## config.mk

```make
export PLATFORM = sky130hd
export DESIGN_NAME = multicycle_seq
export DESIGN_NICKNAME = d
export VERILOG_FILES = /design/src/rtl/multicycle_seq.sv
export SDC_FILE = /design/constraint.sdc
export NUM_CORES = 1
export LEC_CHECK = 0
export ABC_CLOCK_PERIOD_IN_PS = 2850
export CORE_UTILIZATION = 30
export CTS_CLUSTER_DIAMETER = 80
export CTS_CLUSTER_SIZE = 12
export DETAILED_ROUTE_END_ITERATION = 10
export SLEW_MARGIN = 15
export SYNTH_ARGS = -nofsm -noshare
export SYNTH_HDL_FRONTEND = slang
export SYNTH_SLANG_ARGS = --single-unit
```

## constraint.sdc

```tcl
create_clock -name clk -period 2.85 [get_ports clk]
set_input_delay 0.57 -clock clk [delete_from_list [all_inputs] [get_ports clk]]
set_output_delay 0.57 -clock clk [all_outputs]
set_load 0.1 [all_outputs]
```

## src/rtl/multicycle_seq.sv

```systemverilog
// Multi-cycle instruction sequencer: steps each instruction through FETCH/DECODE/EXEC/MEM/WB,
// gates the PC/IR/regfile/dmem strobes, counts retirements and traps on bad opcodes or timeouts.
module multicycle_seq #(
    parameter int CNT_W   = 32,
    parameter int TIMEOUT = 16
) (
    input  logic             clk,
    input  logic             rst,
    input  logic [4:0]       op,
    input  logic             done,
    input  logic             imem_rdy,
    input  logic             dmem_rdy,
    output logic             imem_req,
    output logic             ir_we,
    output logic             dmem_req,
    output logic             dmem_we,
    output logic             reg_we,
    output logic             pc_we,
    output logic [2:0]       state,
    output logic             halted,
    output logic             err,
    output logic [CNT_W-1:0] instret
);

    localparam logic [2:0] S_IDLE   = 3'd0;
    localparam logic [2:0] S_FETCH  = 3'd1;
    localparam logic [2:0] S_DECODE = 3'd2;
    localparam logic [2:0] S_EXEC   = 3'd3;
    localparam logic [2:0] S_MEM    = 3'd4;
    localparam logic [2:0] S_WB     = 3'd5;
    localparam logic [2:0] S_HALT   = 3'd6;
    localparam logic [2:0] S_ERR    = 3'd7;

    localparam logic [1:0] C_LOAD   = 2'd0;
    localparam logic [1:0] C_STORE  = 2'd1;
    localparam logic [1:0] C_BRANCH = 2'd2;
    localparam logic [1:0] C_REG    = 2'd3;

    // Counter only ever needs to hold TIMEOUT-1 before it trips.
    localparam int                WAIT_W    = (TIMEOUT > 2) ? $clog2(TIMEOUT) : 1;
    localparam logic [WAIT_W-1:0] WAIT_LAST = WAIT_W'((TIMEOUT > 0) ? TIMEOUT - 1 : 0);

    logic [2:0]        state_q, state_d;
    logic [1:0]        cls_q, cls_d;
    logic [WAIT_W-1:0] wait_q, wait_d;
    logic [CNT_W-1:0]  instret_q, instret_d;

    logic       dec_legal;
    logic [1:0] dec_cls;
    logic       commit;
    logic       rdy;
    logic       tmo;
    logic [2:0] boundary;

    always_comb begin
        dec_legal = 1'b1;
        dec_cls   = C_REG;
        case (op)
            5'b00000: dec_cls = C_LOAD;
            5'b01000: dec_cls = C_STORE;
            5'b11000: dec_cls = C_BRANCH;
            5'b01101, 5'b00101, 5'b00100,
            5'b01100, 5'b11011, 5'b11001: dec_cls = C_REG;
            default: dec_legal = 1'b0;
        endcase
    end

    always_comb begin
        state_d   = state_q;
        cls_d     = cls_q;
        wait_d    = wait_q;
        instret_d = instret_q;
        commit    = 1'b0;
        rdy       = (state_q == S_FETCH) ? imem_rdy : dmem_rdy;
        tmo       = (TIMEOUT != 0) && (wait_q == WAIT_LAST) && !rdy;
        boundary  = done ? S_HALT : S_FETCH;

        case (state_q)
            S_IDLE:   state_d = boundary;
            S_FETCH: begin
                if (imem_rdy)  state_d = S_DECODE;
                else if (tmo)  state_d = S_ERR;
            end
            S_DECODE: begin
                if (dec_legal) begin
                    cls_d   = dec_cls;
                    state_d = S_EXEC;
                end else begin
                    state_d = S_ERR;
                end
            end
            S_EXEC: begin
                case (cls_q)
                    C_BRANCH: begin
                        commit  = 1'b1;
                        state_d = boundary;
                    end
                    C_REG:   state_d = S_WB;
                    default: state_d = S_MEM;
                endcase
            end
            S_MEM: begin
                if (dmem_rdy) begin
                    if (cls_q == C_STORE) begin
                        commit  = 1'b1;
                        state_d = boundary;
                    end else begin
                        state_d = S_WB;
                    end
                end else if (tmo) begin
                    state_d = S_ERR;
                end
            end
            S_WB: begin
                commit  = 1'b1;
                state_d = boundary;
            end
            default: ; // HALT and ERR hold until reset
        endcase

        if (commit) instret_d = instret_q + CNT_W'(1);

        // Any state change restarts the wait count, so entry to FETCH/MEM always sees zero.
        if (state_d != state_q)
            wait_d = '0;
        else if ((state_q == S_FETCH || state_q == S_MEM) && !rdy)
            wait_d = wait_q + WAIT_W'(1);
    end

    always_comb begin
        imem_req = (state_q == S_FETCH);
        ir_we    = imem_req && imem_rdy;
        dmem_req = (state_q == S_MEM);
        dmem_we  = dmem_req && (cls_q == C_STORE);
        reg_we   = (state_q == S_WB);
        pc_we    = commit;
        state    = state_q;
        halted   = (state_q == S_HALT);
        err      = (state_q == S_ERR);
        instret  = instret_q;
    end

    always_ff @(posedge clk) begin
        if (rst) begin
            state_q   <= S_IDLE;
            cls_q     <= C_LOAD;
            wait_q    <= '0;
            instret_q <= '0;
        end else begin
            state_q   <= state_d;
            cls_q     <= cls_d;
            wait_q    <= wait_d;
            instret_q <= instret_d;
        end
    end

endmodule

```

==> results of run 1 <==
## layout make-up
type,count,area (sq um)
clock buffer,7,96.3
clock inverter,1,5.00
fill,772,4300
inverter,11,41.3
multi-input combinational,213,1390
sequential,41,845
tap,99,124
timing repair buffer,59,490
## state kept, by name, summed over array words and instances (netlist names)
name / flops
instret: 32
cls_q: 2
state: 3
wait_q: 4
## synth_stat cells (2+ instances only)
master / n / share of area (%)
xor2_1: 9 / 3.5
a311oi_1: 2 / 0.77
nor4_1: 7 / 1.9
nand2b_1: 6 / 1.7
o2111ai_1: 2 / 0.77
a31oi_1: 4 / 1.1
nor3_1: 5 / 1.1
a21oi_1: 22 / 4.9
a211oi_1: 3 / 0.99
and2_1: 2 / 0.55
inv_1: 11 / 1.8
dfxtp_1: 41 / 36
nor2b_1: 3 / 0.83
or4_1: 10 / 3.3
o21ai_0: 10 / 2.2
or3_1: 4 / 1.1
nand3_1: 11 / 2.4
xnor2_1: 12 / 4.6
ha_1: 2 / 1.1
clkbuf_1: 10 / 1.7
a21boi_0: 2 / 0.66
o31ai_1: 11 / 3.6
nor2_1: 37 / 6.1
and3_1: 3 / 0.83
buf_2: 2 / 0.44
mux2i_1: 3 / 1.3
o211ai_1: 5 / 1.7
nand2_1: 16 / 2.6
nand4_1: 3 / 0.83
## worst max-delay path by stage
stage,end,start,depth (start not counted),slack [ns]
global placement,instret[31]$_SDFFE_PP0P_,dmem_rdy,6,0.26
finish,pc_we,dmem_rdy,5,0.41
detailed placement,instret[31]$_SDFFE_PP0P_,dmem_rdy,6,0.20
CTS,pc_we,dmem_rdy,5,0.41
global route,pc_we,dmem_rdy,5,0.33
floorplan,wait_q[0]$_SDFFE_PP0P_,state[1]$_SDFF_PP0_,6,0.03
## per-stage QoR
step                      setup WS [ns]  util [%]  cells  cell area, sq um  hold WS, ns
after global routing              0.335      41.0    431              2990        0.518
after floorplan                  0.0293         -    279              2340        0.516
after CTS                         0.413      41.0    431              2990        0.500
after global placement            0.257      39.6    423              2890        0.481
final                             0.411      41.0    431              2990        0.501
after detailed placement          0.202      39.6    423              2890        0.488
## worst max-delay path, cell delays in order
cell and delay (ns):
clkdlybuf4s50_1 0.52, and3b_1 0.26, nand2_1 0.09, nand2_1 0.22, buf_12 0.21
## power groups by stage
stage	Sequential, mW	Clock [mW]	Combinational (mW)
after global placement	0.691	0	0.560
after CTS	0.678	0.433	0.562
after floorplan	0.739	0	0.378
after detailed placement	0.691	0	0.560
after global routing	0.686	0.454	0.599
final	0.677	0.413	0.561
## layer usage
metal,up-vias,GRT usage [%],wire (um)
met3,5,3.60,324
met5,-,0,0
met4,0,3.46,42
met2,50,22.7,2370
met1,1033,21.5,2960
li1,1135,-,-
## cell families (layout without fill, tap and decap cells)
| kind of cell | after synthesis | in the layout | synth area share (%) |
|---|---|---|---|
| simple gates | 116 | 116 | 27.8 |
| buf+inv | 25 | 78 | 4.58 |
| compound gates | 70 | 70 | 20.4 |
| fa+ha+maj | 2 | 2 | 1.10 |
| mux | 4 | 4 | 1.82 |
| flops | 41 | 41 | 36.2 |
| xor+xnor | 21 | 21 | 8.11 |
==> run metrics, run 1 <==
final wirelength 5.71 mm; Worst Hold Endpoint instret[30]$_SDFFE_PP0P_; R2R setup slack 0.56 ns; hold-fix buffers at CTS 0; Psw 0.673 mW; Worst Setup End Kind output port; Diodes inserted 0; #FFs+latches synth 41; Async SR Flop Fraction 0%; Crit Reg-Reg Startpoint instret[3]$_SDFFE_PP0P_; CP Class in2out; sequential share of power 41.0%; Post-CTS Resized 0; die span in y 89.0 um; Clock Tree Buf Depth 2; area of the mapped netlist 0.00227 sq mm; final number of hold-violating endpoints 0; TritonCTS Sinks 41; Pint 0.978 mW; vias in the first global route 1,996; Static Leakage 1.06 nW; clock tree from TritonCTS built; VDD IR max 0.000212 V; Layout area overhead 31.8%; total track usage 14.9%; ys flop type dfxtp_1; cell row count 31; clock network power share 25.0%; Cell Pwr Density 552 mW/mm^2; minimum clock period 2.44 ns; antenna violations before repair 0; clock-pin slew on the worst setup and hold paths 0.07 ns; unrepaired setup endpoints after global routing no; Vias/cell 5.16; Ports 53; status completed; final net count 343; Die Span X 89.0 um; layout cell share with drive strength beyond 1 25.3%; drt drc 0; clock skew 0.00433 ns; Starting Density 31.1%; Starting DRT DRC Count 130; Avg Cell Area, Syn 8.13 sq um; Hold Startpoint instret[30]$_SDFFE_PP0P_; post-synthesis sequential area ratio 36.2%; Final Slew Violations 0; setup bufs post-CTS 0; largest net degree at the start of global routing 39; fmax 410 MHz; maximum fanout along the worst path 4; Syn Nets 291; Worst setup SP type primary input; Root Driver clkbuf_8; die area 0.00791 sq mm; most frequent cells in the layout buf_4, nor2_1, dfxtp_1, a21oi_1, nand2_1; WHS Path Cells 2; EDFF count, synth 0; Num CTS Buffers 5; DRT antenna net count 0; hold crit path type reg2reg; Tot Pwr 1.65 mW; commonest non-fill, non-tap cell in the layout buf_4; IO Port Bufs 52; final setup TNS 0 ns; Detailed Place HPWL 4.06 mm; Overflow after GRT 0; actual slew at the worst max-slew pin 0.712 ns; reg2reg end instret[31]$_SDFFE_PP0P_; sw frac 40.8%; htree depth 2; combinational power share 34.0%; max_cap viols 0; R2R depth 5; CP required 2.28 ns; slew margin rel. 52.4%; # setup viols final 0; drt pass-1 iters 4; Core Region 0.00729 sq mm; worst path arrival time 1.87 ns; Gate Count Post-Synth 279; Yosys warning count 0; GP Congestion 0.850; DR WL/cell 13.2 um; via count 2,223; Final period util 85.6%; Distinct cells, synth 50; Clock Latency Late Sink 0.29 ns; global-route wire length before repair 9.31 mm
(Power assumes the default switching activity.)
==> run 2, diff against run 1 <==
--- a/config.mk
+++ b/config.mk
@@ -10,6 +10,7 @@
 export CTS_CLUSTER_DIAMETER = 80
 export CTS_CLUSTER_SIZE = 12
 export DETAILED_ROUTE_END_ITERATION = 10
+export DONT_BUFFER_PORTS = 1
 export SLEW_MARGIN = 15
 export SYNTH_ARGS = -nofsm -noshare
 export SYNTH_HDL_FRONTEND = slang
==> run 2 against run 1 <==
- routed wire length grew 2.9%
- die area stayed put
- critical path type is now reg2out
- final cell count down 3.7%
- sequential share of layout area increased by 1.9 points
- largest power group unchanged
- combinational power down 7.8%
- core utilization down 2.6 points
- highest routed layer unchanged
- flip-flop and latch count stayed put
- sequential power down 0.6%
==> run metrics, run 2 (synthesis results as in run 1) <==
status completed; flip-flop count of the largest register after layout 32; Post-CTS Resized 0; Bufs and invs on worst path 2; Core Region 0.00729 sq mm; number of fill cells in the layout 806; DP Area 0.00272 sq mm; Starting Density 31.1%; Detailed Place HPWL 4.25 mm; Die Span X 89.0 um; Worst Hold Endpoint cls_q[0]$_SDFFE_PP0P_; Crit-path slowest cell buf_4; CP required 2.28 ns; setup ws final 0.455 ns; final setup TNS 0 ns; setup bufs post-CTS 0; Static Leakage 0.974 nW; Tot Pwr 1.56 mW; antenna violations before repair 0; htree depth 2; Fin Hold WS 0.339 ns; via count 2,217; cell row count 31; crit-path cells buf_4, nand2b_1, nor4b_4, buf_4; worst path arrival time 1.83 ns; Overflow after GRT 0; Hold Startpoint rst; Cell Pwr Density 556 mW/mm^2; final wirelength 5.87 mm; Clock Latency Late Sink 0.29 ns; non-filler cells, final 415; Layout area overhead 23.6%; Setup Slack @ Placement 0.526 ns; global-route wire length before repair 9.72 mm; layout cell share with drive strength beyond 1 24.1%; Clock Tree Buf Depth 2; VDD IR max 0.000188 V; commonest non-fill, non-tap cell in the layout buf_4; most used cell, CP buf_4; Starting DRT DRC Count 179; Diodes inserted 0; Root Driver clkbuf_8; CP Class reg2out; most frequent cells in the layout buf_4, nor2_1, dfxtp_1, a21oi_1, nand2_1; clock-pin slew on the worst setup and hold paths 0.08 ns; die area 0.00791 sq mm; hold-fix buffers at CTS 0; DR WL/cell 14.2 um; # setup viols final 0; unrepaired setup endpoints after global routing no; fmax 418 MHz; minimum clock period 2.40 ns; Final Cell Area 0.00280 sq mm; Num CTS Buffers 5; GP Congestion 0.810; hold crit path type in2reg; R2R setup slack 0.56 ns; Worst setup SP type flip-flop; placed cell count 407; Final Slew Violations 0; CP Launch Point state[2]$_SDFF_PP0_; final core occ 38.4%; Worst Setup End Kind output port; clock tree from TritonCTS built; drt pass-1 iters 4; largest net degree at the start of global routing 40; R2R depth 6; total track usage 15.7%; crit-path max cell delay 0.41 ns; TritonCTS Sinks 41; Crit Reg-Reg Startpoint state[1]$_SDFF_PP0_; Final period util 84.0%; drt drc 0; family with the most delay on the worst path buffers and inverters; vias in the first global route 2,066; slew margin rel. 34.4%; final number of hold-violating endpoints 0; actual slew at the worst max-slew pin 0.983 ns; max_cap viols 0; clock skew 0.00671 ns; final net count 327; WHS Path Cells 1; reg2reg end wait_q[0]$_SDFFE_PP0P_; maximum fanout along the worst path 19; IO Port Bufs 0; die span in y 89.0 um; DRT antenna net count 0; Vias/cell 5.34; Ports 53
## run 2: cell types whose count changed in the layout (fill, tap and decap cells not counted)
| cell | before | now |
|---|---|---|
| buf_12 | 2 | 0 |
| buf_4 | 48 | 43 |
| clkbuf_1 | 0 | 1 |
| clkbuf_8 | 7 | 5 |
| clkdlybuf4s50_1 | 9 | 0 |
| clkinv_2 | 1 | 2 |
## run 2: layer usage
| metal | share of wire (%) | global-route usage, % |
|---|---|---|
| met1 | 46 | 20.6 |
| met2 | 45 | 24.8 |
| met3 | 7.2 | 4.89 |
| met4 | 1.5 | 4.76 |
| met5 | 0 | 0 |
## run 2: worst max-delay path by stage
stage	to	slack (ns)	depth (start not counted)
3_5_place_dp	instret[31]$_SDFFE_PP0P_	0.53	5
6_report	dmem_we	0.45	4
4_1_cts	dmem_we	0.44	4
5_1_grt	instret[31]$_SDFFE_PP0P_	0.33	5
3_3_place_gp	instret[31]$_SDFFE_PP0P_	0.53	5
2_1_floorplan	wait_q[0]$_SDFFE_PP0P_	0.03	6
## run 2: where the power goes
part | switching, mW | internal (mW) | total [mW]
sequential | 0.0747 | 0.598 | 0.673
clock | 0.199 | 0.170 | 0.369
combinational | 0.386 | 0.131 | 0.517
total | 0.660 | 0.899 | 1.56
## run 2: layout make-up
cell class | instances | area, sq um | area share [%]
well taps | 99 | 124 | 4.42
clock inverters | 2 | 10.0 | 0.357
multi-input cells | 213 | 1390 | 49.5
inverters | 11 | 41.3 | 1.47
clock buffers | 6 | 72.6 | 2.59
repair buffers | 43 | 323 | 11.5
flip-flops and latches | 41 | 845 | 30.1
==> run 3, diff against run 2 <==
--- a/config.mk
+++ b/config.mk
@@ -5,7 +5,7 @@
 export SDC_FILE = /design/constraint.sdc
 export NUM_CORES = 1
 export LEC_CHECK = 0
-export ABC_CLOCK_PERIOD_IN_PS = 2850
+export ABC_CLOCK_PERIOD_IN_PS = 2300
 export CORE_UTILIZATION = 30
 export CTS_CLUSTER_DIAMETER = 80
 export CTS_CLUSTER_SIZE = 12
==> constraint.sdc (replaced) <==
create_clock -name clk -period 2.3 [get_ports clk]
set_input_delay 0.46 -clock clk [delete_from_list [all_inputs] [get_ports clk]]
set_output_delay 0.46 -clock clk [all_outputs]
set_load 0.1 [all_outputs]
==> run 3 against run 2 <==
- cell area increased by 6.7%
- setup slack got worse by 0.36 ns
- final cell count increased by 2.7%
- critical path depth unchanged
- largest power group unchanged
- routed wire length increased by 0.19%
- clock power increased by 52%
- highest routed layer unchanged
==> run metrics, run 3 (synthesis results as in run 1) <==
Overflow after GRT 0; R2R depth 5; antenna violations before repair 0; clock tree from TritonCTS built; Bufs and invs on worst path 2; Layout area overhead 31.8%; largest net degree at the start of global routing 40; hold crit path type in2reg; Clock Latency Late Sink 0.29 ns; DP Area 0.00287 sq mm; hold-fix buffers at CTS 0; via count 2,214; Tot Pwr 2.07 mW; CP required 1.84 ns; # setup viols final 0; die span in y 89.0 um; commonest non-fill, non-tap cell in the layout buf_4; slew margin rel. 23.5%; Final Cell Area 0.00299 sq mm; final wirelength 5.88 mm; Hold Startpoint rst; IO Port Bufs 0; htree depth 2; max_cap viols 0; worst path arrival time 1.74 ns; Die Span X 89.0 um; Final Slew Violations 0; Worst Setup End Kind output port; Static Leakage 1.05 nW; setup bufs post-CTS 0; DRT antenna net count 0; Reg area 888 sq um; cell row count 31; TritonCTS Sinks 41; cell count along the critical path 4; Worst setup SP type flip-flop; fmax 454 MHz; Starting Density 31.1%; reg2reg end instret[31]$_SDFFE_PP0P_; final core occ 41.0%; final number of hold-violating endpoints 0; clock-pin slew on the worst setup and hold paths 0.08 ns; most frequent cells in the layout buf_4, nor2_1, a21oi_1, dfxtp_1, dfxtp_4; Cell Pwr Density 694 mW/mm^2; CP Class reg2out; VDD IR max 0.000261 V; Detailed Place HPWL 4.39 mm; vias in the first global route 2,076; drt pass-1 iters 4; Diodes inserted 0; minimum clock period 2.20 ns; clock skew 0.00622 ns; unrepaired setup endpoints after global routing no; family with the most delay on the worst path buffers and inverters; die area 0.00791 sq mm; crit-path max cell delay 0.48 ns; total track usage 15.5%; Root Driver clkbuf_8; Final period util 95.8%; layout cell share with drive strength beyond 1 30.9%; crit-path cells buf_6, nand2b_1, nor4b_4, buf_4; footprint of the multi-input gates 0.00142 sq mm; final net count 338; number of fill cells in the layout 758; Ports 53; drt drc 0; GP Congestion 0.843; R2R setup slack 0.21 ns; Vias/cell 5.20; DR WL/cell 13.8 um; flip-flop count of the largest register after layout 32; global-route wire length before repair 9.64 mm; Worst Hold Endpoint state[1]$_SDFF_PP0_; maximum fanout along the worst path 18; CP Launch Point state[2]$_SDFF_PP0_; Post-CTS Resized 1; Crit Reg-Reg Startpoint instret[12]$_SDFFE_PP0P_; status completed; Crit-path slowest cell dfxtp_4; actual slew at the worst max-slew pin 1.13 ns; Core Region 0.00729 sq mm; Num CTS Buffers 5; WHS Path Cells 1; Clock Tree Buf Depth 2; Starting DRT DRC Count 96
==> run 3: cell count changes in the layout (fill, tap and decap cells not counted), moves of 2 or more <==
cell / delta
buf_4: +10
clkinv_2: -2
dfxtp_1: -11
dfxtp_4: +12
nand2_1: -2
nor2_2: -3
nor2_4: +3
==> run 3: metal layers <==
metal	part of all wire, %	global-route usage, %	routed length [um]	vias up
li1	-	-	-	1121
met1	46	20.0	2730	1036
met2	47	25.7	2780	50
met3	5.2	3.69	305	7
met4	1.1	4.91	65	0
met5	0	0	0	-
==> run 3: worst reg2reg max path, cell delays in order, from the launching register on <==
cell and delay (ns):
dfxtp_4 0.34, nand4_1 0.13, or4_4 0.51, or3_4 0.47
nor4_2 0.17, mux2_2 0.36
==> run 3: layout make-up <==
class / instances / area share [%]
Clock inverter: 2 / 1.13
Clock buffer: 6 / 2.43
Multi-Input combinational cell: 213 / 47.5
Tap cell: 99 / 4.14
Timing Repair Buffer: 54 / 13.7
Inverter: 11 / 1.38
Sequential cell: 41 / 29.7
==> run 3: worst max path at each step <==
stage                                           to  slack, ns
final                                      dmem_we        0.1
after global routing                       dmem_we      0.001
after CTS                                    pc_we       0.04
after detailed placement  instret[31]$_SDFFE_PP0P_       0.18
after global placement    instret[31]$_SDFFE_PP0P_       0.24
after floorplan             wait_q[0]$_SDFFE_PP0P_      -0.49
==> run 3: per-stage QoR <==
step | hold slack (ns) | setup TNS [ns] | std cells | setup slack (ns)
after floorplan | 0.521 | -2.99 | 279 | -0.485
after CTS | 0.207 | 0 | 426 | 0.0424
after global placement | 0.488 | 0 | 418 | 0.237
final | 0.233 | 0 | 426 | 0.0973
after detailed placement | 0.506 | 0 | 418 | 0.178
after global routing | 0.199 | 0 | 426 | 0.00131
==> run 3: power breakdown <==
group / internal, mW / switching [mW]
Sequential: 0.728 / 0.0742
Clock: 0.321 / 0.241
Combinational: 0.195 / 0.516
Total: 1.24 / 0.831
